`src/rtl/rca_seq.sv`:
```
// Multi-cycle ripple-carry adder: one CHUNK-bit slice per clock, carry registered between slices.
// Optional subtract mode via `define RCA_SEQ_SUB_EN (adds the 'sub' input port).
module rca_seq #(
  parameter int WIDTH = 16,
  parameter int CHUNK = 4
) (
  input  logic             clk,
  input  logic             rst_n,
  input  logic             in_valid,
  output logic             in_ready,
  input  logic [WIDTH-1:0] a,
  input  logic [WIDTH-1:0] b,
  input  logic             c_in,
`ifdef RCA_SEQ_SUB_EN
  input  logic             sub,
`endif
  output logic             out_valid,
  input  logic             out_ready,
  output logic [WIDTH:0]   sum,
  output logic             busy
);

  localparam int NCHUNK = WIDTH / CHUNK;
  localparam int CW     = (NCHUNK > 1) ? $clog2(NCHUNK) : 1;

  typedef enum logic [1:0] {IDLE, ADD, DONE} state_t;

  state_t           r_state;
  state_t           w_next;
  logic [WIDTH-1:0] r_a;
  logic [WIDTH-1:0] r_b;
  logic             r_carry;
  logic [CW-1:0]    r_cnt;
  logic [WIDTH:0]   r_sum;

  logic             w_accept;
  logic             w_last;
  logic [CHUNK:0]   w_slice;
  logic [WIDTH-1:0] w_b_in;
  logic             w_c_init;

  assign in_ready  = (r_state == IDLE);
  assign busy      = (r_state == ADD);
  assign out_valid = (r_state == DONE);
  assign sum       = r_sum;

  assign w_accept = in_valid && (r_state == IDLE);
  assign w_last   = (r_cnt == CW'(NCHUNK - 1));

  // Subtraction is folded into the adder as a + ~b + 1, chosen at acceptance.
`ifdef RCA_SEQ_SUB_EN
  assign w_b_in   = sub ? ~b : b;
  assign w_c_init = sub ? 1'b1 : c_in;
`else
  assign w_b_in   = b;
  assign w_c_init = c_in;
`endif

  always_comb begin
    w_slice = {1'b0, r_a[int'(r_cnt)*CHUNK +: CHUNK]}
            + {1'b0, r_b[int'(r_cnt)*CHUNK +: CHUNK]}
            + {{CHUNK{1'b0}}, r_carry};
  end

  always_comb begin
    w_next = r_state;
    unique case (r_state)
      IDLE:    if (w_accept) w_next = ADD;
      ADD:     if (w_last) w_next = DONE;
      DONE:    if (out_ready) w_next = IDLE;
      default: w_next = IDLE;
    endcase
  end

  always_ff @(posedge clk or negedge rst_n) begin
    if (!rst_n) begin
      r_state <= IDLE;
    end else begin
      r_state <= w_next;
    end
  end

  always_ff @(posedge clk or negedge rst_n) begin
    if (!rst_n) begin
      r_a     <= '0;
      r_b     <= '0;
      r_carry <= 1'b0;
      r_cnt   <= '0;
      r_sum   <= '0;
    end else if (w_accept) begin
      r_a     <= a;
      r_b     <= w_b_in;
      r_carry <= w_c_init;
      r_cnt   <= '0;
    end else if (r_state == ADD) begin
      r_sum[int'(r_cnt)*CHUNK +: CHUNK] <= w_slice[CHUNK-1:0];
      r_carry                           <= w_slice[CHUNK];
      r_cnt                             <= r_cnt + 1'b1;
      if (w_last) r_sum[WIDTH] <= w_slice[CHUNK];
    end
  end

endmodule

```
`config.mk`:
```
export PLATFORM = sky130hd
export DESIGN_NAME = rca_seq
export DESIGN_NICKNAME = d
export VERILOG_FILES = /design/src/rtl/rca_seq.sv
export SDC_FILE = /design/constraint.sdc
export NUM_CORES = 1
export LEC_CHECK = 0
export CAP_MARGIN = 40
export CORE_ASPECT_RATIO = 1.1
export CORE_UTILIZATION = 35
export DETAILED_ROUTE_END_ITERATION = 6
export SYNTH_ARGS = -nofsm -noshare
export SYNTH_HDL_FRONTEND = slang
export SYNTH_SLANG_ARGS = --single-unit
```
`constraint.sdc`:
```
create_clock -name clk -period 2.93 [get_ports clk]
set_input_delay 0.586 -clock clk [delete_from_list [all_inputs] [get_ports clk]]
set_output_delay 0.586 -clock clk [all_outputs]
set_load 0.05 [all_outputs]
```
==> results of run 1 <==
## critical path: stages (launching register included)
cell and delay [ps]:
dfrtp_1 440, nand2b_4 180, clkinv_2 190, clkdlybuf4s50_1 850
## report_power, final
group | total (mW) | leakage (nW) | switching (mW) | internal (mW)
Sequential | 1.30 | 0.671 | 0.213 | 1.08
Clock | 0.503 | 0.0585 | 0.247 | 0.256
Combinational | 2.40 | 0.684 | 1.36 | 1.04
## layer usage
metal,share of wire,GRT usage
met4,0.013,0.04310
met3,0.040,0.03150
met1,0.46,0.1836
met2,0.49,0.2145
met5,0,0
## layout by cell type (no fill, tap or decap), types with 3 or more instances in the layout
cell | netlist | layout
o31ai_1 | 10 | 10
a22o_1 | 4 | 4
buf_4 | 1 | 4
nand2b_1 | 4 | 4
a21o_1 | 3 | 3
mux2_2 | 32 | 32
mux4_2 | 8 | 8
nand2_1 | 20 | 20
clkdlybuf4s50_1 | 0 | 55
o21ai_0 | 4 | 4
clkbuf_8 | 0 | 5
ha_1 | 10 | 10
inv_1 | 4 | 4
dfrtp_1 | 54 | 54
nor2_1 | 3 | 3
## layout make-up
class,count,area (µm²),area share
sequential,54,1351,0.4053
multi-input combinational,118,1139,0.3415
timing repair buffer,61,605.6,0.1816
tap,85,106.4,0.03189
clock buffer,5,68.82,0.02064
clock inverter,3,43.79,0.01313
inverter,5,20.02,0.006004
## path summary, 6_finish.rpt
kind	depth (start not counted)	endpoint	startpoint
setup / recovery	3	busy	r_state[1]
max in group asynchronous	2	r_a[0]	rst_n
hold / removal	2	r_b[7]	rst_n
setup reg to reg	6	sum[10]	r_cnt[0]
hold reg to reg	2	sum[9]	sum[9]
min in group clk	2	sum[9]	sum[9]
## flip-flops by register name, indices dropped and copies added, names as in the netlist
name and count:
sum 17, r_carry 1, r_state 2, r_a 16
r_b 16, r_cnt 2
## metrics by stage
step / total power [mW] / util
2_1_floorplan: 3.104 / -
3_3_place_gp: 3.712 / 0.4546
3_5_place_dp: 3.744 / 0.4546
4_1_cts: 4.253 / 0.4705
5_1_grt: 4.500 / 0.4705
6_report: 4.202 / 0.4705
## cells by family (layout without fill, tap and decap cells)
logic type / count (synthesis) / after routing
buf+inv: 13 / 74
flops: 54 / 54
mux: 40 / 40
xor+xnor: 2 / 2
simple gates: 36 / 36
compound gates: 28 / 28
fa+ha+maj: 12 / 12
==> impl_results.md, run 1 <==
- Post-Synth Adder-Cell Area: 0.06386
- Peak VDD IR: 0.4086 mV
- Worst Path Arrival: 1970 ps
- Final min period: 2556 ps
- Most frequent cell after synthesis: dfrtp_1
- Clock Tree Root: clkbuf_8
- Chip Width: 83.96 µm
- Leakage: 1.414 nW
- Post-Synthesis Cells: 185
- CP Data Required Time: 2340 ps
- Die Ht: 92.16 µm
- Core region area: 7087 µm²
- Drc violations: 8
- Register area share after synthesis: 0.5225
- Compound-Gate Fraction of Synth Area: 0.08418
- Asr flop ratio synth: 1.000
- Post-CTS setup buffers: 0
- Startpoint types: register
- Clock slew at reported path FFs: 90 ps
- Final TNS setup: 0 ps
- DRT antenna net count: 0
- Via density: 4.997
- R2R setup slack: 380 ps
- Post-DP Area: 3222 µm²
- Mux cell area share after synthesis: 0.2090
- Vias post-DR: 1,654
- Synthesis Warnings: 0
- Xor-xnor portion of the synthesized cell area: 0.006773
- Global-route wire length before repair: 8045 µm
- Worst-Skew Late Latency: 310 ps
- DR iter-0 viols: 53
- Top FF cell, synth: dfrtp_1
- Hold_ws: 253.4 ps
- Final worst slack: 373.6 ps
- Post-Syn Nets: 234
- Main combinational cell family by area after synthesis: multiplexers
- Number of max-cap violations: 0
- Largest net degree at the start of global routing: 55
- Syn avg cell area: 13.98 µm²
- DP HPWL: 3724 µm
- Final Hold Fails: 0
- Tcrit/Tclk final: 0.8725
- Fill count: 659
- Synth top cells by count: dfrtp_1 (54), mux2_2 (32), nand2_1 (20)
- Post-CTS Hold Fix Bufs: 0
- Initial antenna violation count: 0
- Routed Wire Length: 4925 µm
- PortBufs: 56
- CTS tree: yes
- Fin area: 3334 µm²
- FP Rows: 32
- Count of different cell masters after synthesis: 32
- Crit Path Category: register to output port
- Max Fclk: 0.3912 GHz
- Die area: 7737 µm²
- Synth-to-layout area growth: 28.93%
- TritonRoute pass-1 iters: 6
- Clock sink count: 54
- Area contributors post-synth: dfrtp_1 (52%), mux2_2 (14%), mux4_2 (7.0%)
- H-tree Lvls: 2
- Slew Viols, Final: 0
- Place WS: 373.9 ps
- CTS Buffer Depth: 2
- Final #Nets: 294
- Status: finished, violations left
- Diode count: 0
- Routed WL per cell: 14.88 µm
- RSZ-0062 raised after global routing: no
- Critical-path maximum fanout: 11
- Min-delay worst type: primary input to async pin
- Final Wtd Congestion: 0.8732
- Post-synth EDFFs: 0
- Final setup viols: 0
- Post-synth top area share: 0.5225
- Slew margin rel.: 0.6640
- Layout Skew: 3.930 ps
- Slew @ Worst Pin: 502.4 ps
- # placed instances: 323
- Total GRT Usage: 0.1353
- Vias in the first global route: 1,622
- Cts repair resizes: 0
- Initial core utilization: 0.3649
- Cell type with the largest total area after synthesis: dfrtp_1
- Number of CTS-inserted buffers: 5
- Cell Pwr Density: 1260 nW/µm²
- Synth Cell Area: 2586 µm²
- Failing checks: DRC
- Flops & latches, synth: 54
- Non-Filler Instances: 331
- Layout cells sized above 1: 0.2561
- # IOs: 57
- Synth Area in Simple Gates: 0.07402
- Critical Path Sink Type: output port
- Grt ovf: 0
Power figures use the tool's default switching activity.
==> inputs of run 2 (changes only) <==
--- a/config.mk
+++ b/config.mk
@@ -9,6 +9,7 @@
 export CORE_ASPECT_RATIO = 1.1
 export CORE_UTILIZATION = 35
 export DETAILED_ROUTE_END_ITERATION = 6
+export SLEW_MARGIN = 20
 export SYNTH_ARGS = -nofsm -noshare
 export SYNTH_HDL_FRONTEND = slang
 export SYNTH_SLANG_ARGS = --single-unit
==> constraint.sdc (replaced) <==
create_clock -name clk -period 2.85 [get_ports clk]
set_input_delay 0.57 -clock clk [delete_from_list [all_inputs] [get_ports clk]]
set_output_delay 0.57 -clock clk [all_outputs]
set_load 0.05 [all_outputs]
==> impl_results.md, run 2 (same netlist as run 1, synthesis figures left out) <==
- Status: finished, violations left
- Failing checks: DRC
- Via density: 4.924 (-1.5%)
- Worst R2R End: sum[6]
- CP Data Required Time: 3070 ps (+730 ps)
- Hold_ws: 368.4 ps (+115.0 ps)
- Power, Total: 4.313 mW (+2.7%)
- Register area: 1351 µm² (unchanged)
- Grt ovf: 0 (unchanged)
- Diode count: 0 (unchanged)
- Slew @ Worst Pin: 674.0 ps (+171.6 ps)
- Switching share of power: 0.4289 (-0.004770)
- Die area: 7737 µm² (unchanged)
- Layout Skew: 3.468 ps (-0.4623 ps)
- Min-delay worst type: primary input to async pin
- Clock sink count: 54 (unchanged)
- Final worst slack: 253.1 ps (-120.6 ps)
- FP Rows: 32 (unchanged)
- # placed instances: 323 (unchanged)
- Number of CTS-inserted buffers: 5 (unchanged)
- CP max stage delay: 540 ps (-310 ps)
- Initial core utilization: 0.3649 (unchanged)
- Largest net degree at the start of global routing: 55 (unchanged)
- Cts repair resizes: 0 (unchanged)
- RSZ-0062 raised after global routing: no
- Number of max-cap violations: 0 (unchanged)
- NetSw: 1.850 mW (+1.5%)
- Global-route wire length before repair: 8493 µm (+5.6%)
- Sequence of cells on the critical path: mux4_2, fa_1, fa_1, xor2_1, nand2b_1, o31ai_1
- H-tree Lvls: 2 (unchanged)
- R2R cell count: 6 (unchanged)
- Final min period: 2597 ps
- # IOs: 57 (unchanged)
- Internal: 2.464 mW (+3.5%)
- Worst-Skew Late Latency: 300 ps (about the same)
- Final Hold Fails: 0 (unchanged)
- R2R setup slack: 250 ps (-130 ps)
- Fill count: 658 (-0.15%)
- Core region area: 7087 µm² (unchanged)
- Most used cell, CP: fa_1
- Layout cells sized above 1: 0.2531 (-0.003036)
- Clock Tree Root: clkbuf_8
- Crit path depth: 6 (+3)
- Post-CTS setup buffers: 0 (unchanged)
- Non-Filler Instances: 330 (-0.30%)
- Initial antenna violation count: 0 (unchanged)
- Clock slew at reported path FFs: 90 ps (about the same)
- Critical-path maximum fanout: 4 (-7)
- Fin area: 3322 µm² (-0.38%)
- Max FFs per register: 17 (unchanged)
- Routed Wire Length: 4895 µm (-0.61%)
- Total GRT Usage: 0.1434 (+0.008076)
- TritonRoute pass-1 iters: 6 (unchanged)
- Slowest cell on crit path: mux4_2
- Vias post-DR: 1,625 (-1.8%)
- Clock power frac: 0.120 (about the same)
- Fin util: 0.4688 (-0.001766)
- Seq pwr share: 0.310 (about the same)
- Cell Pwr Density: 1298 nW/µm² (+3.0%)
- Most common cell after layout, fill and taps aside: clkdlybuf4s50_1
- Tcrit/Tclk final: 0.9112
- CTS tree: yes
- Crit Path Category: register to register
- Place WS: 250.6 ps (-123.3 ps)
- Die Ht: 92.16 µm (unchanged)
- Final TNS setup: 0 ps (unchanged)
- CTS Buffer Depth: 2 (unchanged)
- Synth-to-layout area growth: 28.45%
- Chip Width: 83.96 µm (unchanged)
- Most frequent cells in the layout: clkdlybuf4s50_1 (55), dfrtp_1 (54), mux2_2 (32)
- PortBufs: 56 (unchanged)
- Leakage: 1.408 nW (-0.41%)
- Final setup viols: 0 (unchanged)
- Final Wtd Congestion: 0.7630 (-13%)
- Routed WL per cell: 14.83 µm (-0.31%)
- Final #Nets: 294 (unchanged)
- Startpoint types: register
- Peak VDD IR: 0.4424 mV (+8.3%)
- Slew margin rel.: 0.5506 (-0.1134)
- Top delay family on crit path: adder cells
- Vias in the first global route: 1,673 (+3.1%)
- Comb pwr share: 0.570 (-0.002)
- DP HPWL: 3709 µm (-0.43%)
- DRT antenna net count: 0 (unchanged)
- Max Fclk: 0.3851 GHz
- DR iter-0 viols: 55 (+3.8%)
- Slew Viols, Final: 0 (unchanged)
- Post-CTS Hold Fix Bufs: 0 (unchanged)
- Post-DP Area: 3209 µm² (-0.39%)
- Crit path buffers/inverters: 0 (-2)
- R2R Path Start: r_cnt[0]
- Critical Path Sink Type: register
- Worst Path Arrival: 2820 ps (+850 ps)
- Drc violations: 6 (-2)
- Area of the multi-input gates: 1139 µm² (unchanged)
## run 2: cell count changes in the layout (fill, tap and decap cells not counted), sizes merged
cell | before | now
inv | 5 | 4
clkbuf | 5 | 6
clkinv | 2 | 1
## run 2: worst max path at each step
stage,slack [ps],to,startpoint
2_1_floorplan,130,sum[16],r_cnt[0]
3_3_place_gp,330,sum[16],r_cnt[0]
3_5_place_dp,250,sum[16],r_cnt[0]
4_1_cts,240,sum[16],r_cnt[0]
5_1_grt,100,sum[10],r_cnt[0]
6_report,250,sum[6],r_cnt[0]
## run 2: layer usage
layer | track usage | share of wire | vias to the layer above
met5 | 0 | 0 | -
met4 | 0.05603 | 0.019 | 0
met3 | 0.03510 | 0.040 | 7
met2 | 0.2213 | 0.49 | 40
met1 | 0.1944 | 0.45 | 798
li1 | - | - | 780
## run 2: cell type report
type | count | share of cell area
multi-input cells | 118 | 0.3427
flip-flops and latches | 54 | 0.4068
well taps | 85 | 0.03202
inverters | 5 | 0.006026
repair buffers | 61 | 0.1785
clock inverters | 1 | 0.009040
clock buffers | 6 | 0.02486
## run 2: power by group through the flow
stage,sequential (mW),clock (mW),combinational [mW]
6_report,1.34,0.518,2.46
3_5_place_dp,1.37,0,2.50
3_3_place_gp,1.36,0,2.47
5_1_grt,1.39,0.563,2.69
2_1_floorplan,1.54,0,1.65
4_1_cts,1.35,0.536,2.50
==> inputs of run 3 (changes only) <==
--- a/config.mk
+++ b/config.mk
@@ -9,6 +9,7 @@
 export CORE_ASPECT_RATIO = 1.1
 export CORE_UTILIZATION = 35
 export DETAILED_ROUTE_END_ITERATION = 6
+export HOLD_SLACK_MARGIN = 0.08
 export SLEW_MARGIN = 20
 export SYNTH_ARGS = -nofsm -noshare
 export SYNTH_HDL_FRONTEND = slang
==> results of run 3 <==
The final DEF is identical to that of run 2; final timing and power are the same.
